File: config.mk
export PLATFORM = sky130hd
export DESIGN_NAME = regfile_write_arbiter
export DESIGN_NICKNAME = d
export VERILOG_FILES = /design/src/rtl/wb_pkg.sv /design/src/rtl/ll_result_fifo.sv /design/src/rtl/regfile_write_arbiter.sv
export SDC_FILE = /design/constraint.sdc
export NUM_CORES = 1
export LEC_CHECK = 0
export ABC_CLOCK_PERIOD_IN_PS = 8550
export CAP_MARGIN = 20
export CORE_UTILIZATION = 40
export DETAILED_ROUTE_END_ITERATION = 7
export HOLD_SLACK_MARGIN = 0.1
export MAX_ROUTING_LAYER = met4
export PLACE_DENSITY = 0.68
export SETUP_SLACK_MARGIN = 0.15
export SYNTH_ARGS = -nofsm -noshare
export SYNTH_HDL_FRONTEND = slang
export SYNTH_HIERARCHICAL = 1
export SYNTH_SLANG_ARGS = --single-unit
File: constraint.sdc
create_clock -name clk -period 8.55 [get_ports clk]
set_input_delay 1.71 -clock clk [delete_from_list [all_inputs] [get_ports clk]]
set_output_delay 1.71 -clock clk [all_outputs]
set_load 0.1 [all_outputs]
File: src/rtl/wb_pkg.sv
// wb_pkg: shared types and widths for the register-file write arbiter.
package wb_pkg;
  localparam int ADDR_W = 5;
  localparam int DATA_W = 32;
  localparam logic [ADDR_W-1:0] REG_ZERO = '0;
  typedef struct packed {
    logic live;
    logic [ADDR_W-1:0] addr;
    logic [DATA_W-1:0] data;
  } ll_entry_t;
endpackage

File: src/rtl/ll_result_fifo.sv
// ll_result_fifo: circular buffer of long-latency results with squash-by-address and live-address lookup.
module ll_result_fifo
  import wb_pkg::*;
#(
  parameter int DEPTH = 4,
  localparam int PW = $clog2(DEPTH),
  localparam int CW = PW + 1
) (
  input  logic              clk,
  input  logic              rst,
  input  logic              push,
  input  ll_entry_t         push_entry,
  input  logic              pop,
  input  logic              squash_en,
  input  logic [ADDR_W-1:0] squash_addr,
  input  logic [ADDR_W-1:0] q_addr_1,
  input  logic [ADDR_W-1:0] q_addr_2,
  output ll_entry_t         head,
  output logic [CW-1:0]     count,
  output logic              hit_1,
  output logic              hit_2
);
  ll_entry_t mem [DEPTH];
  logic [PW-1:0] rd_ptr, wr_ptr;
  assign head = mem[rd_ptr];
  always_ff @(posedge clk) begin
    if (rst) begin
      rd_ptr <= '0;
      wr_ptr <= '0;
      count <= '0;
      for (int i = 0; i < DEPTH; i++) mem[i].live <= 1'b0;
    end else begin
      for (int i = 0; i < DEPTH; i++)
        if (squash_en && mem[i].live && mem[i].addr == squash_addr) mem[i].live <= 1'b0;
      if (pop) begin
        mem[rd_ptr].live <= 1'b0;
        rd_ptr <= rd_ptr + PW'(1);
      end
      if (push) begin
        mem[wr_ptr] <= push_entry;
        wr_ptr <= wr_ptr + PW'(1);
      end
      count <= count + CW'(push) - CW'(pop);
    end
  end
  always_comb begin
    hit_1 = 1'b0;
    hit_2 = 1'b0;
    for (int i = 0; i < DEPTH; i++) begin
      hit_1 = hit_1 | (mem[i].live && mem[i].addr == q_addr_1);
      hit_2 = hit_2 | (mem[i].live && mem[i].addr == q_addr_2);
    end
    hit_1 = hit_1 && q_addr_1 != REG_ZERO;
    hit_2 = hit_2 && q_addr_2 != REG_ZERO;
  end
`ifdef WB_TRACE_EN
  logic [DATA_W-1:0] squash_cnt, kills;
  always_comb begin
    kills = DATA_W'(push && squash_en && push_entry.addr == squash_addr);
    for (int i = 0; i < DEPTH; i++)
      kills = kills + DATA_W'(squash_en && mem[i].live && mem[i].addr == squash_addr);
  end
  always_ff @(posedge clk) squash_cnt <= rst ? '0 : squash_cnt + kills;
`endif
endmodule

File: src/rtl/regfile_write_arbiter.sv
// regfile_write_arbiter: merges pipeline writeback and buffered long-latency results onto one register-file write port.
module regfile_write_arbiter
  import wb_pkg::*;
#(
  parameter int LL_DEPTH = 4
) (
  input  logic              clk,
  input  logic              rst,
  input  logic              wb_valid,
  input  logic [ADDR_W-1:0] wb_addr,
  input  logic [DATA_W-1:0] wb_data,
  input  logic              ll_valid,
  output logic              ll_ready,
  input  logic [ADDR_W-1:0] ll_addr,
  input  logic [DATA_W-1:0] ll_data,
  input  logic [ADDR_W-1:0] chk_addr_1,
  input  logic [ADDR_W-1:0] chk_addr_2,
  output logic              chk_pending_1,
  output logic              chk_pending_2,
  output logic [ADDR_W-1:0] write_addr,
  output logic [DATA_W-1:0] write_data,
  output logic              write_enabled,
  output logic              ll_empty
);
  localparam int CW = $clog2(LL_DEPTH) + 1;
  logic [CW-1:0] count;
  logic wb_go, push, pop;
  ll_entry_t head, push_entry;
  assign wb_go = wb_valid && wb_addr != REG_ZERO;
  assign ll_ready = count < CW'(LL_DEPTH);
  assign ll_empty = count == '0;
  assign push = ll_valid && ll_ready;
  assign pop = !wb_go && !ll_empty;
  assign push_entry = '{live: ll_addr != REG_ZERO && !(wb_go && ll_addr == wb_addr),
                        addr: ll_addr, data: ll_data};
  ll_result_fifo #(.DEPTH(LL_DEPTH)) u_fifo (
    .clk(clk),
    .rst(rst),
    .push(push),
    .push_entry(push_entry),
    .pop(pop),
    .squash_en(wb_go),
    .squash_addr(wb_addr),
    .q_addr_1(chk_addr_1),
    .q_addr_2(chk_addr_2),
    .head(head),
    .count(count),
    .hit_1(chk_pending_1),
    .hit_2(chk_pending_2)
  );
  always_ff @(posedge clk) begin
    if (rst) begin
      write_addr <= '0;
      write_data <= '0;
      write_enabled <= 1'b0;
    end else if (wb_go) begin
      write_addr <= wb_addr;
      write_data <= wb_data;
      write_enabled <= 1'b1;
    end else if (pop) begin
      write_addr <= head.addr;
      write_data <= head.data;
      write_enabled <= head.live;
    end else begin
      write_enabled <= 1'b0;
    end
  end
endmodule

==> results of run 1 <==
-- final timing paths --
path         slack (ns)             start  depth (start not counted)                to
max                2.60     chk_addr_1[4]                          7     chk_pending_1
min                0.55  u_fifo/wr_ptr[1]                          2  u_fifo/wr_ptr[1]
max reg2reg        5.60   u_fifo/count[2]                          9   u_fifo/count[2]
min reg2reg        0.55  u_fifo/wr_ptr[1]                          2  u_fifo/wr_ptr[1]
-- per-stage QoR --
step / util / cells / area (um^2) / worst slack (ns) / hold slack (ns)
3_3_place_gp: 0.4777 / 917 / 10140 / 2.696 / 0.5372
4_1_cts: 0.5075 / 949 / 10770 / 2.612 / 0.5559
2_1_floorplan: - / 549 / 8733 / 3.712 / 0.5136
5_1_grt: 0.5116 / 953 / 10860 / 2.494 / 0.5679
3_5_place_dp: 0.4777 / 917 / 10140 / 2.625 / 0.5446
6_report: 0.5116 / 953 / 10860 / 2.600 / 0.5518
-- cell type report --
class | instances | area [um^2]
Clock buffer | 19 | 442.9
Clock inverter | 13 | 188.9
Fill cell | 1790 | 10360
Inverter | 13 | 48.80
Multi-Input combinational cell | 297 | 2920
Sequential cell | 199 | 5508
Tap cell | 275 | 344.1
Timing Repair Buffer | 137 | 1404
-- critical path: cells and delay by family --
kind | cells | cell delay, ns
xor gates and xnor gates | 1 | 0.20
and+or+nand+nor | 3 | 0.56
AOI/OAI and AO/OA | 1 | 0.12
buffers and inverters | 2 | 1.66
-- per-layer routing --
metal / wire (um) / GRT usage / vias up
met3: 992 / 0.03476 / 17
met2: 9662 / 0.3049 / 136
met4: 255 / 0.05505 / 0
li1: - / - / 2319
met5: 0 / - / -
met1: 8557 / 0.2367 / 2565
-- state kept, by name (all words and copies together), names as in the netlist, named ones only --
register and count:
write_enabled 1, u_fifo/count 3, u_fifo/rd_ptr 2, u_fifo/mem 152, u_fifo/wr_ptr 2, write_data 32, write_addr 5
-- placed cells by master (no fill, tap or decap), types with 2 or more instances in the layout --
cell	instances
and2_2	4
buf_12	3
mux2_2	2
clkinv_2	2
inv_6	5
or4_1	3
nor4_1	10
o21ai_0	3
bufinv_16	4
o21a_1	2
clkbuf_16	17
edfxtp_1	152
a211oi_2	20
nand4_1	5
dfxtp_1	45
clkdlybuf4s50_1	128
nor2_1	46
a22oi_1	2
inv_1	13
xor2_1	36
nand3_1	12
mux4_2	38
buf_4	4
nor2b_1	3
ha_1	10
xnor2_1	30
mux2i_1	37
dfxtp_2	2
and3_1	4
a211oi_1	18
a21oi_1	2
-- where the power goes --
group	switching [mW]	internal (mW)
registers	0.0812	1.13
clock network	0.350	0.503
logic	0.602	0.388
total	1.03	2.02
-- kinds of logic (layout without fill, tap and decap cells) --
logic type                 after synthesis  in the layout  synth area share
AOI/OAI and AO/OA                       53             53           0.05616
muxes                                   77             77            0.1430
xor gates and xnor gates                66             66           0.06619
buffers and inverters                   53            182           0.03739
adders and majority gates               11             11           0.01662
and+or+nand+nor                         90             90           0.05029
DFF                                    199            199            0.6304
==> results.ini, run 1 <==
[timing]
fin_tns_setup_ns = 0
max_slew_margin = 0.2609
final_hold_viol_count = 0
slew_violations = 0
min_period_ns = 5.950
rsz0062_at_grt = no
min_period_over_period = 0.6959
fin_skew_ns = 0.01927
setup_viol = 0
worstMarginPinSlew_ns = 1.109
fmax_mhz = 168.1

[drt]
wl_mm = 19.47
avgViaCountPerCell = 5.285
initialDrtViolationCount = 265
wire_per_inst_um = 20.43
drc = 0
ant_nets = 0
first_pass_iters = 5
vias = 5037

[logic_synthesis]
synth_most_common_cell = edfxtp_1
syn_nets = 648
yosys-top-cells-count = 152 x edfxtp_1, 47 x dfxtp_1, 46 x nor2_1
yosys_register_bits = 199
netlist_area_mm2 = 0.008733
seq_area_frac_synth = 0.6304
synth.avg_cell_area_um2 = 15.91
ys_warn_count = 6
synth_top_area_frac = 0.5226
async_flop_share = 0
synth_ff_type = edfxtp_1
synth_cell_types = 39
synth_cells = 549
yosys.area.top_type = edfxtp_1
synth_enable_flop_cells = 152
synthTopCellsByArea = edfxtp_1 52%, dfxtp_1 11%, mux4_2 9.8%

[setup_path]
critical_path_arrival_ns = 4.24
setup.worst_path.start_class = input port
crit_chain = clkdlybuf4s50_1, xor2_1, nor4_1, nand3_1, nand4_1, o21a_1, clkdlybuf4s50_1
cp-end-kind = output port
crit_top_cell = clkdlybuf4s50_1
cp_slowest_cell = clkdlybuf4s50_1
worst-path-max-fanout = 5
criticalPathCategory = input port to output port
required_ns = 6.84
slowest_delay_ns = 1.12

[cells_and_area]
antenna_cells = 0
synthToLayoutAreaGrowth_pct = 24.31
fin_nets = 764
layout-drive-gt1-share = 0.1578

[power]
power_mw = 3.058
max-vdd-ir-drop_v = 0.0001494
power_density_mw_per_mm2 = 281.7
p_leak_nw = 3.675

[cts]
cts_tree = yes
clockRootBuffer = clkbuf_16
clockBufferDepth = 2
cts-buffers-inserted = 17
hold_buffers = 0
clk_pin_slew_ns = 0.06
htreeDepth = 4
cts_resized = 0
cts_num_sinks = 199
postCtsSetupBuffers = 0
worstSkewPairLatency_ns = 0.44

[floorplanning]
rows = 53
die-height_um = 149.8
initial_utilization = 0.4116
core-area_mm2 = 0.02122
die_w_um = 149.8
io_pins = 130
die_area_mm2 = 0.02243

[global_route]
grt_max_degree = 75
grt_first_pass_wirelength_mm = 29.75
grt-ovfl-total = 0
grt_usage = 0.1866
grt_antenna_before_repair = 0
grt_pass1_vias = 5169

[place]
gp_congestion = 0.9645
port_buffers = 129
hpwl_mm = 12.36

[status]
status = finished, final reports clean

[worst_hold_path]
hold_class = flip-flop to flip-flop

[flow_run]
maxCapViolations = 0

No activity file was read; power rests on OpenSTA's default activity.
==> run 2, diff against run 1 <==
Settings changed: ABC_CLOCK_PERIOD_IN_PS 8550 to 5400, PLACE_DENSITY 0.68 to 0.7.
Clock period 8.55 ns to 5.4 ns, I/O delays scaled along.
==> results.ini, run 2 (synthesis results as in run 1) <==
[power]
p_leak_nw = 3.651  ; -0.64%
max-vdd-ir-drop_v = 0.0002846  ; +90%
power_density_mw_per_mm2 = 438.3  ; +56%

[global_route]
grt_antenna_before_repair = 0  ; unchanged
grt-ovfl-total = 0  ; unchanged
grt_pass1_vias = 5358  ; +3.7%
grt_usage = 0.1894  ; +0.002836
grt_max_degree = 75  ; unchanged
grt_first_pass_wirelength_mm = 29.93  ; +0.58%

[cts]
clockRootBuffer = clkbuf_16
clk_pin_slew_ns = 0.07  ; about the same
cts-buffers-inserted = 17  ; unchanged
worstSkewPairLatency_ns = 0.43  ; about the same
cts_num_sinks = 199  ; unchanged
htreeDepth = 4  ; unchanged
clockBufferDepth = 2  ; unchanged
hold_buffers = 0  ; unchanged
postCtsSetupBuffers = 0  ; unchanged
cts_resized = 0  ; unchanged
cts_tree = yes

[drt]
drc = 0  ; unchanged
avgViaCountPerCell = 5.320  ; +0.65%
first_pass_iters = 4  ; -1
wl_mm = 19.85  ; +2.0%
initialDrtViolationCount = 279  ; +5.3%
ant_nets = 0  ; unchanged
wire_per_inst_um = 20.80  ; +1.8%
vias = 5075  ; +0.75%

[cells_and_area]
layout_commonest_cell = edfxtp_1
layout-drive-gt1-share = 0.1649  ; +0.007131
regMostFlops = u_fifo/mem
multi_input_area_mm2 = 0.002920  ; unchanged
seq_area_mm2 = 0.005508  ; unchanged
synthToLayoutAreaGrowth_pct = 23.34
fin_nets = 765  ; +0.13%
fillCellCount = 1781  ; -0.50%
final_cell_mix = 152 x edfxtp_1, 126 x clkdlybuf4s50_1, 46 x nor2_1, 45 x dfxtp_1, 38 x mux4_2
antenna_cells = 0  ; unchanged
fin_cells = 954  ; +0.10%
final_cell_area_mm2 = 0.01077  ; -0.78%
largest_reg_flops = 152  ; unchanged
top_regs = u_fifo/mem x152, write_data x32, write_addr x5

[place]
pre_cts_ws_ns = 1.195  ; -1.430 ns
dp.cells = 921  ; +0.44%
port_buffers = 129  ; unchanged
gp_congestion = 0.9176  ; -4.9%
hpwl_mm = 12.86  ; +4.0%
dpl_cell_area_mm2 = 0.01016  ; +0.25%

[timing]
min_period_over_period = 0.7243
slew_violations = 0  ; unchanged
min_period_ns = 3.911
worstMarginPinSlew_ns = 1.121  ; +0.01271 ns
whs_ns = 0.5665  ; +0.01475 ns
final_hold_viol_count = 0  ; unchanged
setup_viol = 0  ; unchanged
fin_tns_setup_ns = 0  ; unchanged
fmax_mhz = 255.7
fin_skew_ns = 0.01008  ; -0.009190 ns
worst_slack_ns = 1.489  ; -1.111 ns
rsz0062_at_grt = no
max_slew_margin = 0.2501  ; -0.01081

[floorplanning]
die-height_um = 149.8  ; unchanged
rows = 53  ; unchanged
initial_utilization = 0.4116  ; unchanged
die_w_um = 149.8  ; unchanged
core-area_mm2 = 0.02122  ; unchanged
die_area_mm2 = 0.02243  ; unchanged
io_pins = 130  ; unchanged

[setup_path]
timing.rr.end = u_fifo/count[2]
cp-end-kind = output port
required_ns = 4.32  ; -2.52 ns
cp_slowest_cell = clkdlybuf4s50_1
critPathBufInv = 2  ; unchanged
critical_path_arrival_ns = 2.83  ; -1.41 ns
setup.worst_path.start_class = input port
path_delay_family = buffers and inverters
slowest_delay_ns = 0.54  ; -0.58 ns
crit_chain = clkdlybuf4s50_1, xor2_1, nor4_1, nand3_1, nand4_1, o21a_1, buf_4
criticalPathCategory = input port to output port
reg2reg_depth = 9  ; unchanged
reg2reg_setup_slack_ns = 2.50  ; -3.10 ns
timing.rr.start = u_fifo/count[2]
worst-path-max-fanout = 5  ; unchanged

[worst_hold_path]
min_path_cells = 2  ; unchanged
holdPathEnd = write_data[9]
hold_class = flip-flop to flip-flop
min_from = write_data[9]

[flow_run]
maxCapViolations = 0  ; unchanged

[status]
status = finished, final reports clean

## run 2: changes by cell type in the layout (fill, tap and decap cells not counted)
| cell | delta |
|---|---|
| clkinvlp_4 | +1 |
| clkbuf_8 | +1 |
| clkinv_1 | -1 |
| buf_12 | -2 |
| clkinv_4 | +3 |
| bufinv_16 | -3 |
| buf_4 | +6 |
| clkdlybuf4s50_1 | -2 |
| buf_16 | -1 |
| clkbuf_1 | -1 |
| inv_6 | -3 |
| inv_8 | +3 |
## run 2: worst max-delay path by stage
| stage | slack, ns | cells past startpoint | start | end |
|---|---|---|---|---|
| 2_1_floorplan | 1.82 | 6 | chk_addr_2[3] | chk_pending_2 |
| 3_3_place_gp | 1.27 | 10 | wb_addr[4] | u_fifo/count[1] |
| 3_5_place_dp | 1.20 | 10 | wb_addr[4] | u_fifo/count[1] |
| 4_1_cts | 1.48 | 7 | chk_addr_2[0] | chk_pending_2 |
| 5_1_grt | 1.37 | 7 | chk_addr_1[4] | chk_pending_1 |
| 6_report | 1.49 | 7 | chk_addr_2[0] | chk_pending_2 |
## run 2: layout make-up
cell class,count,area share
Clock buffer,19,0.04205
Multi-Input combinational cell,297,0.2711
Sequential cell,199,0.5113
Timing Repair Buffer,138,0.1264
Tap cell,275,0.03194
Inverter,13,0.004530
Clock inverter,13,0.01266
## run 2: where the power goes
part / switching, mW / leakage, nW / internal, mW / total (mW)
Clock: 0.559 / 0.292 / 0.677 / 1.24
Combinational: 0.972 / 1.58 / 0.606 / 1.58
Sequential: 0.112 / 1.77 / 1.80 / 1.91
## run 2: per-layer routing
metal | vias to the layer above | GRT usage | wire length, um
met1 | 2572 | 0.2341 | 8548
met4 | 0 | 0.05505 | 245
met5 | - | - | 0
met2 | 153 | 0.3144 | 10050
li1 | 2329 | - | -
met3 | 21 | 0.03872 | 1003
## run 2: worst register-to-register path: stages (launching register included)
cell and delay [ns]:
dfxtp_1 0.38, nor3_4 0.24, buf_4 0.62, nor2_1 0.36, ha_1 0.36, inv_1 0.04, ha_1 0.18, fa_1 0.38
xnor2_1 0.17, nor2_1 0.05
## run 2: stage by stage
stage | power (mW) | utilization
2_1_floorplan | 3.147 | -
3_5_place_dp | 3.531 | 0.4789
6_report | 4.721 | 0.5076
3_3_place_gp | 3.506 | 0.4789
5_1_grt | 4.916 | 0.5076
4_1_cts | 4.772 | 0.5067
==> run 3, diff against run 2 <==
Settings changed: ABC_CLOCK_PERIOD_IN_PS 5400 to 3600, PLACE_DENSITY 0.7 to 0.68.
Clock period 5.4 ns to 3.6 ns, I/O delays scaled along.
==> results.ini, run 3 (synthesis results as in run 1) <==
[floorplanning]
core-area_mm2 = 0.02122  ; unchanged
die-height_um = 149.8  ; unchanged
die_area_mm2 = 0.02243  ; unchanged
rows = 53  ; unchanged
io_pins = 130  ; unchanged
die_w_um = 149.8  ; unchanged
initial_utilization = 0.4116  ; unchanged

[global_route]
grt_antenna_before_repair = 0  ; unchanged
grt_usage = 0.1917  ; +0.002270
grt_pass1_vias = 5498  ; +2.6%
grt_max_degree = 75  ; unchanged
grt_first_pass_wirelength_mm = 30.49  ; +1.9%
grt-ovfl-total = 0  ; unchanged

[cells_and_area]
synthToLayoutAreaGrowth_pct = 25.31
top_regs = u_fifo/mem x152, write_data x32, write_addr x5
final_cell_area_mm2 = 0.01094  ; +1.6%
fillCellCount = 1767  ; -0.79%
final_cell_mix = 152 x edfxtp_1, 123 x clkdlybuf4s50_1, 46 x nor2_1, 45 x dfxtp_1, 38 x mux4_2
multi_input_area_mm2 = 0.002920  ; unchanged
regMostFlops = u_fifo/mem
seq_area_mm2 = 0.005508  ; unchanged
layout-drive-gt1-share = 0.1809  ; +0.01595
largest_reg_flops = 152  ; unchanged
antenna_cells = 0  ; unchanged
fin_nets = 777  ; +1.6%
layout_commonest_cell = edfxtp_1

[cts]
cts_tree = yes
cts-buffers-inserted = 17  ; unchanged
cts_resized = 0  ; unchanged
clockBufferDepth = 2  ; unchanged
clk_pin_slew_ns = 0.07  ; about the same
worstSkewPairLatency_ns = 0.43  ; about the same
postCtsSetupBuffers = 0  ; unchanged
hold_buffers = 0  ; unchanged
htreeDepth = 4  ; unchanged
cts_num_sinks = 199  ; unchanged
clockRootBuffer = clkbuf_16

[setup_path]
slowest_delay_ns = 0.55  ; about the same
setup.worst_path.start_class = input port
cp_slowest_cell = clkdlybuf4s50_1
cp-end-kind = output port
critical_path_arrival_ns = 2.47  ; -0.36 ns
required_ns = 2.88  ; -1.44 ns
crit_chain = clkdlybuf4s50_1, xor2_1, nor4_1, nand3_1, nand4_1, o21a_1, buf_12
reg2reg_depth = 4  ; -5
worst-path-max-fanout = 5  ; unchanged
criticalPathCategory = input port to output port
critPathLaunch = chk_addr_1[4]

[place]
gp_congestion = 0.9352  ; +1.9%
dpl_cell_area_mm2 = 0.01035  ; +1.9%
hpwl_mm = 13.49  ; +4.9%
port_buffers = 129  ; unchanged

[timing]
min_period_over_period = 0.8856
fin_skew_ns = 0.01088  ; +0.0007993 ns
max_slew_margin = 0.3138  ; +0.06371
worstMarginPinSlew_ns = 1.026  ; -0.09526 ns
fin_tns_setup_ns = 0  ; unchanged
final_hold_viol_count = 0  ; unchanged
fmax_mhz = 313.7
setup_viol = 0  ; unchanged
slew_violations = 0  ; unchanged
min_period_ns = 3.188
rsz0062_at_grt = no

[power]
power_density_mw_per_mm2 = 653.9  ; +49%
p_leak_nw = 3.730  ; +2.2%
max-vdd-ir-drop_v = 0.0003966  ; +39%

[drt]
wire_per_inst_um = 20.31  ; -2.3%
drc = 0  ; unchanged
initialDrtViolationCount = 370  ; +33%
first_pass_iters = 4  ; unchanged
avgViaCountPerCell = 5.264  ; -1.0%
ant_nets = 0  ; unchanged
wl_mm = 19.62  ; -1.1%
vias = 5085  ; +0.20%

[worst_hold_path]
min_from = write_data[9]
min_path_cells = 2  ; unchanged
hold_class = flip-flop to flip-flop

[flow_run]
maxCapViolations = 0  ; unchanged

[status]
status = finished, final reports clean

-- run 3: final cells by class --
class                           count  share of cell area
Clock inverter                     14             0.01486
Tap cell                          275             0.03144
Inverter                           13            0.004459
Timing Repair Buffer              150              0.1399
Sequential cell                   199              0.5033
Multi-Input combinational cell    297              0.2668
Clock buffer                       18             0.03921
-- run 3: final timing paths --
kind,to,slack [ns]
max reg2reg,write_data[15],1.38
min reg2reg,write_data[9],0.57
max,chk_pending_1,0.41
min,write_data[9],0.57
-- run 3: per-layer routing --
metal / track usage / wire, um
met3: 0.03659 / 1044
met2: 0.3097 / 9769
met4: 0.06717 / 378
met5: - / 0
met1: 0.2414 / 8432
-- run 3: worst max-delay path: cells and delay by family --
family                 cells  cell delay (ns)
AND/OR/NAND/NOR            3             0.65
XOR/XNOR                   1             0.20
AO/OA/AOI/OAI              1             0.16
buffers and inverters      2             0.73
-- run 3: report_power, final --
part           switching [mW]  internal (mW)  leakage, nW  total [mW]
clock network           0.855           1.04        0.287        1.90
logic                    1.41          0.939         1.67        2.35
registers               0.216           2.69         1.77        2.91
-- run 3: per-stage QoR --
stage	hold WS (ns)	power, mW	instances	util	setup slack (ns)
finish	0.5675	7.157	966	0.5157	0.4118
global route	0.5896	7.453	966	0.5157	0.3250
CTS	0.5704	7.244	966	0.5157	0.4748
detailed placement	0.5502	5.342	934	0.4879	0.2241
global placement	0.5329	5.297	934	0.4879	0.3051
floorplan	0.5136	4.721	549	-	0.5560
